===== src/rtl/wb_writeback_stage.sv =====
// MEM/WB pipeline register and register-file write-back driver.
// Ports: clk/rst (sync, active-high); freeze, mem_valid_in, wb_en_in,
//   mem_r_en_in, dest_in, alu_res_in describe the MEM-stage instruction;
//   mem_rsp_valid/mem_rsp_data carry data-memory read data;
//   stall_out holds upstream (combinational); Dest_wb, Result_WB,
//   WriteBackEn drive the register-file write port (registered);
//   timeout_err pulses when a load is abandoned (registered).
module wb_writeback_stage #(
    parameter int DATA_W      = 32,
    parameter int REG_ADDR_W  = 4,
    parameter int MEM_TIMEOUT = 15
) (
    input  logic                  clk,
    input  logic                  rst,
    input  logic                  freeze,
    input  logic                  mem_valid_in,
    input  logic                  wb_en_in,
    input  logic                  mem_r_en_in,
    input  logic [REG_ADDR_W-1:0] dest_in,
    input  logic [DATA_W-1:0]     alu_res_in,
    input  logic                  mem_rsp_valid,
    input  logic [DATA_W-1:0]     mem_rsp_data,
    output logic                  stall_out,
    output logic [REG_ADDR_W-1:0] Dest_wb,
    output logic [DATA_W-1:0]     Result_WB,
    output logic                  WriteBackEn,
    output logic                  timeout_err
);

    localparam int CNT_W = $clog2(MEM_TIMEOUT + 1);
    localparam logic [CNT_W-1:0] CNT_MAX = CNT_W'(MEM_TIMEOUT);
    localparam logic [REG_ADDR_W-1:0] PC_IDX = REG_ADDR_W'(15);

    typedef enum logic {
        IDLE,
        LOAD_WAIT
    } state_t;

    state_t                state_q, state_d;
    logic [CNT_W-1:0]      cnt_q, cnt_d;
    logic [REG_ADDR_W-1:0] pend_dest_q, pend_dest_d;
    logic                  pend_wb_q, pend_wb_d;
    logic                  wb_en_q, wb_en_d;
    logic [REG_ADDR_W-1:0] dest_q, dest_d;
    logic [DATA_W-1:0]     res_q, res_d;
    logic                  terr_q, terr_d;

    logic                  commit;
    logic [REG_ADDR_W-1:0] commit_dest;
    logic [DATA_W-1:0]     commit_data;

    always_ff @(posedge clk) begin
        if (rst) begin
            state_q     <= IDLE;
            cnt_q       <= '0;
            pend_dest_q <= '0;
            pend_wb_q   <= 1'b0;
            wb_en_q     <= 1'b0;
            dest_q      <= '0;
            res_q       <= '0;
            terr_q      <= 1'b0;
        end else begin
            state_q     <= state_d;
            cnt_q       <= cnt_d;
            pend_dest_q <= pend_dest_d;
            pend_wb_q   <= pend_wb_d;
            wb_en_q     <= wb_en_d;
            dest_q      <= dest_d;
            res_q       <= res_d;
            terr_q      <= terr_d;
        end
    end

    always_comb begin
        state_d     = state_q;
        cnt_d       = cnt_q;
        pend_dest_d = pend_dest_q;
        pend_wb_d   = pend_wb_q;
        terr_d      = 1'b0;
        stall_out   = 1'b0;
        commit      = 1'b0;
        commit_dest = dest_in;
        commit_data = alu_res_in;

        unique case (state_q)
            IDLE: begin
                if (mem_valid_in && !freeze) begin
                    if (!mem_r_en_in) begin
                        commit = wb_en_in;
                    end else if (mem_rsp_valid) begin
                        commit      = wb_en_in;
                        commit_data = mem_rsp_data;
                    end else begin
                        // Capture cycle counts as the first wait cycle
                        stall_out   = 1'b1;
                        state_d     = LOAD_WAIT;
                        cnt_d       = CNT_W'(1);
                        pend_dest_d = dest_in;
                        pend_wb_d   = wb_en_in;
                    end
                end
            end
            LOAD_WAIT: begin
                commit_dest = pend_dest_q;
                commit_data = mem_rsp_data;
                // Response beats the timeout when both land together
                if (mem_rsp_valid) begin
                    commit  = pend_wb_q;
                    state_d = IDLE;
                    cnt_d   = '0;
                end else if (cnt_q == CNT_MAX) begin
                    terr_d  = 1'b1;
                    state_d = IDLE;
                    cnt_d   = '0;
                end else begin
                    stall_out = 1'b1;
                    cnt_d     = cnt_q + 1'b1;
                end
            end
            default: begin
                state_d = IDLE;
                cnt_d   = '0;
            end
        endcase

        // PC writes are dropped entirely; outputs hold on no write
        wb_en_d = commit && (commit_dest != PC_IDX);
        dest_d  = wb_en_d ? commit_dest : dest_q;
        res_d   = wb_en_d ? commit_data : res_q;
    end

    assign WriteBackEn = wb_en_q;
    assign Dest_wb     = dest_q;
    assign Result_WB   = res_q;
    assign timeout_err = terr_q;

endmodule

===== config.mk =====
export PLATFORM = sky130hd
export DESIGN_NAME = wb_writeback_stage
export DESIGN_NICKNAME = d
export VERILOG_FILES = /design/src/rtl/wb_writeback_stage.sv
export SDC_FILE = /design/constraint.sdc
export NUM_CORES = 1
export LEC_CHECK = 0
export ABC_AREA = 1
export BUFFER_PORTS_ARGS = -buffer_cell sky130_fd_sc_hd__buf_4
export CAP_MARGIN = 5
export CORE_ASPECT_RATIO = 0.8
export CORE_MARGIN = 2
export CORE_UTILIZATION = 51
export DETAILED_ROUTE_END_ITERATION = 8
export PLACE_DENSITY = 0.88
export SLEW_MARGIN = 20
export SYNTH_ARGS = -nofsm -noshare
export SYNTH_HDL_FRONTEND = slang
export SYNTH_SLANG_ARGS = --single-unit

===== constraint.sdc =====
create_clock -name clk -period 2.45 [get_ports clk]
set_input_delay 0 -clock clk [delete_from_list [all_inputs] [get_ports clk]]
set_output_delay 0 -clock clk [all_outputs]
set_load 0.01 [all_outputs]

# Yosys cells after proc, flatten, opt, wreduce, memory -nomap -nowiden
# Cells that the tools add are included.
# classes
add_sub_neg	1
multipliers	0
div	0
magnitude_cmp	0
n_eq_ne	5
shift	0
muxes	23
bitwise_logic	2
reduce_logical	6
# ops
op	count
two-way mux 32 bit	3
case mux 32 bit (2 select lines)	1
two-way mux 4 bit	6
two-way mux 1 bit	10
case mux 4 bit (2 select lines)	1
!= test 2 bit, second input constant	3
adder 4 x 1 -> 4 bit, second input constant	1
equality test 4 bit, second input constant	1
!= test 4 bit, second input constant	1
case mux 1 bit (2 select lines)	2
AND reduction 4 bit	1
AND reduction 3 bit	1
OR reduction 3 bit	1
logical AND 1 bit	2
NOT 1 bit	2
zero test 1 bit	1
# totals
reg_bits	48
latchBits	0
ram_bits	0
mem_bits_ro	0
input_bits	75
output_inout_bits	39
elab_cells	45
mem_count	0

# Longest topological paths before layout
# Gate-level depths: netlist of run 1.
# logic_depth
depth_word	5
depth_mapped	11
ltp_nobuf	9

# Worst setup path after synthesis of run 1
# Ideal clock, no wire load.
# synth_path
path_type	register to register
startpoint	register state_q
endpoint	register res_q[10], in the netlist Result_WB[10]
setup_time_ps	113
t_arrival_ps	1196
required_time_ps	2337
path_slack_ps	1141
path_stages_with_launch	10
n_path_buf	3
synth_period_minus_slack_ps	1309
path_cell_list	dfxtp_1 -> buf_4 -> nor2_1 -> nand3_1 -> nand2_2 -> nand2_2 -> buf_6 -> buf_6 -> nor2_1 -> nor2_1
# synth_between
elab_chain_len	3
word_cells_on_any_way	6
cone_classes	eq/ne: 1; mux: 3; bitwise: 1; reduce/logical: 1
# synth_lines
item	line	rtl
start: declaration	39	state_t state_q, state_d;
start signal: assignment	63	state_q <= state_d;
two-way mux 4 bit / NOT 1 bit (equally long branches)	--	
!= test 4 bit / case mux 1 bit (2 select lines) (equally long branches)	127, 85	
logical AND 1 bit	127	wb_en_d = commit && (commit_dest != PC_IDX);
end signal: assignment	69	res_q <= res_d;
end: declaration	45	logic [DATA_W-1:0] res_q, res_d;
# Several ways; a longest one is shown, not always the timed one.
# A chain may end at the register's enable or synchronous reset.

# Final worst setup path of run 1
# layout_path
startpoint	register state_q
endpoint	register res_q[8], in the netlist Result_WB[8]
# The elaborated chain is that of the path after synthesis.

==> flow_summary.yaml, run 1 <==
grt:
  grt_max_degree: 49
  grt.total_usage_pct: 23.9
  grt_antenna_before_repair: 0
  use_met1_pct: 26.9
  met3_usage_pct: 7.32
  grtUsageMet2_pct: 42.6
  busiest_layer: "met2"
  overflow: 0
  first_global_vias: 2416
  grt_pass1_wl_um: 10100
sta:
  hold_viol_final: 0
  setup_viol: 0
  hold_ws_ps: 11.7
  worstMarginPinSlew_ps: 523
  relSlewSlack_pct: 65.1
  min_period_ps: 2100
  rsz0062_at_grt: "no"
  finalClockSkew_ps: 5.50
  finalSetupTns_ps: 0
  slew_violations: 0
  post-route-period-util_pct: 85.6
  fmax_mhz: 477
drt:
  firstDrtPassIters: 5
  routed_wl_um: 6570
  dr_total_vias: 2817
  final_antenna_net_count: 0
  post_drt_wl_per_cell_um: 11.2
  drt-initial-drc-count: 86
  vias_per_cell: 4.81
  drc: 0
final_layout:
  diodes: 0
  areaGrowthSynthToFinish_pct: 39.1
  layout-drive-gt1-share_pct: 25.3
  nNetsFinal: 601
  finalNonFillerCells: 586
power_and_ir_drop:
  p_switching_w: 0.000422
  p_seq_share_pct: 50.6
  clockPowerShare_pct: 28.7
  power.share.switching_pct: 25.7
  p_per_area_mw_per_mm2: 469
  p_int_w: 0.00122
  p_comb_share_pct: 20.6
  peakVddDrop_v: 0.000334
  power_w: 0.00164
  leakagePower_nw: 1.97
placement:
  dp_cells: 572
  dp_hpwl_um: 4780
  gp_congestion: 0.800
  port_buffers: 113
logic_synthesis:
  synth_area_leaders: "dfxtp_1 38%, nand2_1 23%, nor2_1 11%, nand3_1 8.5%, inv_1 6.7%"
  synth_top_area_share_pct: 38.2
  yosysWarnings: 0
  syn-num-nets: 494
  synth_largest_area_cell: "dfxtp_1"
  syn_area_sq_mm: 0.00252
  syn_avg_cell_area_sq_um: 6.02
  synth.distinct_cells: 24
  synth_seq_cells: 48
  syn_inst: 418
  yosysSeqAreaShare_pct: 38.2
min_path:
  hp-class: "in -> reg"
clock_tree:
  clk_latency_ps: 290
  clk_pin_slew_ps: 80
  numClockSinks: 48
  numCtsBuffers: 5
  clock_path_buffers: 2
  cts_tree: "done"
  clock-root-buffer: "clkbuf_8"
  cts-htree-levels: 2
critical_path:
  required_ps: 2640
  start_kind: "flip-flop"
  crit_type: "reg -> reg"
  crit_arrival_ps: 2290
  critPathCaptureType: "flip-flop"
  crit_fanout: 48
floorplan:
  die_y_um: 66.8
  io_pins: 114
  fp-row-count: 22
  die_area_sq_mm: 0.00552
  core_area_sq_mm: 0.00468
  initial_utilization_pct: 53.8
  die_width_um: 82.6
job:
  cap_violations: 0
outcome:
  status: "finished, final reports clean"
## area by class of cell
cell class,instances,area [sq um]
flip-flops and latches,48,961
well taps,60,75.1
inverters,48,183
repair buffers,123,951
clock buffers,8,90.1
fillers,422,1180
multi-input cells,299,1240
## sequential cells by signal, summed over array words and instances (netlist names)
name / cells
Result_WB: 32
WriteBackEn: 1
state_q: 1
timeout_err: 1
cnt_q: 4
pend_wb_q: 1
pend_dest_q: 4
Dest_wb: 4
## worst paths after layout
path               from              to  slack (ps)  depth (start not counted)
min reg2reg  Dest_wb[1]      Dest_wb[1]         450                          2
max             state_q    Result_WB[8]         350                         10
max reg2reg     state_q    Result_WB[8]         350                         10
min          dest_in[0]  pend_dest_q[0]          10                          3
## worst max-delay path, cell delays in order (launching register included)
cell,delay [ps]
dfxtp_1,530
inv_4,250
nand2_1,140
nand2_2,60
nor2_2,110
nand2_2,100
nand2_2,320
buf_12,260
nand2_1,90
nand2_1,80
nor2_1,40
## logic make-up (layout without fill, tap and decap cells)
group                      after synthesis  count (layout)  share of synthesized area (%)
AOI/OAI and AO/OA                       18              18                           3.73
adders and majority gates                1               1                          0.497
DFF                                     48              48                           38.2
buffers and inverters                   71             179                           12.5
xor gates and xnor gates                 1               1                          0.348
and+or+nand+nor                        279             279                           44.7
## power groups by stage
stage	combinational [W]	sequential (W)	clock (W)
floorplan	0.000156	0.000860	0
detailed placement	0.000332	0.000849	0
global placement	0.000323	0.000848	0
CTS	0.000340	0.000831	0.000482
global route	0.000379	0.000835	0.000515
finish	0.000338	0.000831	0.000472
## placed cells by master (no fill, tap or decap)
cell             n
a21oi_1         12
a31oi_1          1
buf_12           1
buf_4          116
clkbuf_1         2
clkbuf_8         6
clkinv_1         1
dfxtp_1         48
dlygate4sd3_1    6
ha_1             1
inv_1           45
inv_2            1
inv_4            1
nand2_1        155
nand2_2          4
nand3_1         43
nand4_1          1
nor2_1          71
nor2_2           3
nor4_1           1
o211ai_1         1
o21ai_0          4
or2_2            1
xnor2_1          1
## Yosys cell counts
cell type	n
ha_1	1
nand3_1	43
clkbuf_1	9
nand2_2	4
buf_6	4
o21ai_0	4
nand4_1	1
or2_2	1
o211ai_1	1
buf_2	7
nor2_1	71
buf_4	2
inv_4	1
inv_2	1
nand2_1	155
xnor2_1	1
nor4_1	1
a31oi_1	1
dfxtp_1	48
clkinv_1	1
buf_1	1
a21oi_1	12
inv_1	45
nor2_2	3
## timing repair
| action | in CTS | in global routing |
|---|---|---|
| hold endpoints to repair | 9 | 0 |
| resized for setup | 0 | 0 |
| hold buffers | 6 | 0 |
| setup buffers | 0 | 0 |
## through the flow
stage / cell area [sq um] / setup WS [ps] / util [%]
4_1_cts: 3500 / 351 / 74.8
5_1_grt: 3500 / 152 / 74.8
6_report: 3500 / 353 / 74.8
2_1_floorplan: 2520 / 1140 / -
3_3_place_gp: 3350 / 524 / 71.6
3_5_place_dp: 3350 / 373 / 71.6
## layer usage
| metal | vias up | wire (um) |
|---|---|---|
| met5 | - | 0 |
| met4 | 0 | 93 |
| met3 | 13 | 674 |
| met2 | 105 | 3120 |
| met1 | 1228 | 2680 |
| li1 | 1471 | - |
Note: power is estimated with default switching activity, not from simulation.
==> run 2, diff against run 1 <==
- CORE_UTILIZATION: 51 -> 42
- PLACE_DENSITY: 0.88 -> 0.78
- clock period: 2.45 -> 1.9 ns (I/O delays scaled with it)
==> flow_summary.yaml, run 2 (synthesized netlist as in run 1, its figures left out) <==
grt:
  first_global_vias: 2531
  overflow: 0
  grt_max_degree: 39
  grt.total_usage_pct: 20.6
  grt_pass1_wl_um: 11100
  grt_antenna_before_repair: 0
drt:
  firstDrtPassIters: 5
  drt-initial-drc-count: 64
  drc: 0
  routed_wl_um: 6690
  vias_per_cell: 4.55
  dr_total_vias: 2792
  post_drt_wl_per_cell_um: 10.9
  final_antenna_net_count: 0
power_and_ir_drop:
  leakagePower_nw: 2.01
  p_per_area_mw_per_mm2: 640
  peakVddDrop_v: 0.000378
  power_w: 0.00231
final_layout:
  nNetsFinal: 607
  final_common_cell: "nand2_1"
  areaGrowthSynthToFinish_pct: 43.2
  largest_reg_flops: 32
  layout_common_cells: "155 x nand2_1, 124 x buf_4, 71 x nor2_1"
  diodes: 0
  layout-drive-gt1-share_pct: 27.1
  n_fill_cell: 588
critical_path:
  r2r_cells: 10
  start_kind: "flip-flop"
  required_ps: 1900
  crit_type: "reg -> out"
  r2r_start: "state_q"
  cpMaxStageDelayCell: "dfxtp_2"
  r2r_slack_ps: 250
  path_cells: "inv_4 > buf_4 > nor2_1 > nand2_1 > nand2_1 > buf_4"
  crit_arrival_ps: 1650
  cpPeakStageDelay_ps: 420
  critPathCaptureType: "output pin"
  crit_fanout: 20
  r2r_end: "Result_WB[23]"
min_path:
  min_from: "dest_in[0]"
  hold_end: "pend_dest_q[0]"
  hp-class: "in -> reg"
  whs_path_depth: 3
sta:
  hold_viol_final: 0
  relSlewSlack_pct: 52.2
  post-route-period-util_pct: 87.0
  rsz0062_at_grt: "no"
  fmax_mhz: 605
  finalSetupTns_ps: 0
  setup_ws_ps: 247
  slew_violations: 0
  hold_ws_ps: 4.09
  min_period_ps: 1650
  setup_viol: 0
  worstMarginPinSlew_ps: 712
  finalClockSkew_ps: 6.00
floorplan:
  die_width_um: 90.6
  die_area_sq_mm: 0.00663
  fp-row-count: 25
  die_y_um: 73.2
  initial_utilization_pct: 43.0
  core_area_sq_mm: 0.00585
  io_pins: 114
placement:
  port_buffers: 113
  dp_slack_ps: 128
  gp_congestion: 0.760
  dp_hpwl_um: 5020
clock_tree:
  numCtsBuffers: 5
  numClockSinks: 48
  cts-htree-levels: 2
  clk_pin_slew_ps: 90
  clock-root-buffer: "clkbuf_8"
  clock_path_buffers: 2
  clk_latency_ps: 300
  cts_tree: "done"
outcome:
  status: "finished, final reports clean"
job:
  cap_violations: 0
[run 2: changes by cell type in the layout (fill, tap and decap cells not counted)]
| cell | before | now |
|---|---|---|
| buf_4 | 116 | 124 |
| bufinv_16 | 0 | 1 |
| clkbuf_1 | 2 | 0 |
| clkbuf_8 | 6 | 7 |
| dfxtp_1 | 48 | 47 |
| dfxtp_2 | 0 | 1 |
| dlygate4sd3_1 | 6 | 4 |
[run 2: worst max path at each step]
stage | startpoint | to | slack, ps | depth (start not counted)
after global placement | state_q | pend_dest_q[2] | 250 | 5
after global routing | state_q | Result_WB[19] | 70 | 10
after detailed placement | state_q | Result_WB[0] | 130 | 10
final | state_q | stall_out | 250 | 6
after CTS | state_q | stall_out | 110 | 6
after floorplan | state_q | Result_WB[10] | 590 | 9
[run 2: power by group]
group          internal, W  leakage (nW)  switching (W)
combinational     0.000234          1.56       0.000210
sequential         0.00105         0.391      0.0000226
clock             0.000464        0.0645       0.000328
total              0.00175          2.01       0.000561
[run 2: cell type report]
class / instances / area, sq um / area share (%)
multi-input combinational: 299 / 1240 / 34.4
timing repair buffer: 129 / 991 / 27.5
sequential: 48 / 962 / 26.7
inverter: 48 / 183 / 5.07
tap: 81 / 101 / 2.81
clock buffer: 7 / 96.3 / 2.67
clock inverter: 1 / 30.0 / 0.833
[run 2: worst max-delay path: cells and delay by family (launching register included)]
kind / cells / cell delay (ps)
simple gates: 3 / 480
flops: 1 / 420
buf+inv: 3 / 440
[run 2: repair_timing]
action / in CTS / in global routing
hold endpoints to repair: 8 / 0
hold buffers: 4 / 0
gates resized for setup: 0 / 1
setup buffers: 3 / 0
endpoints found under the setup margin: 1 / 13
pin swaps: 1 / 0
[run 2: per-layer routing]
| metal | vias up | GRT usage (%) | wire [um] |
|---|---|---|---|
| met3 | 8 | 5.58 | 545 |
| met5 | - | 0 | 0 |
| met2 | 90 | 36.9 | 3190 |
| met4 | 0 | 6.15 | 82 |
| met1 | 1215 | 24.4 | 2870 |
| li1 | 1479 | - | - |
[run 2: metrics by stage]
| stage | std cells | utilization (%) | cell area [sq um] |
|---|---|---|---|
| 5_1_grt | 613 | 61.6 | 3600 |
| 4_1_cts | 613 | 61.6 | 3600 |
| 6_report | 613 | 61.6 | 3600 |
| 3_3_place_gp | 598 | 58.4 | 3410 |
| 3_5_place_dp | 598 | 58.4 | 3410 |
| 2_1_floorplan | 418 | - | 2520 |
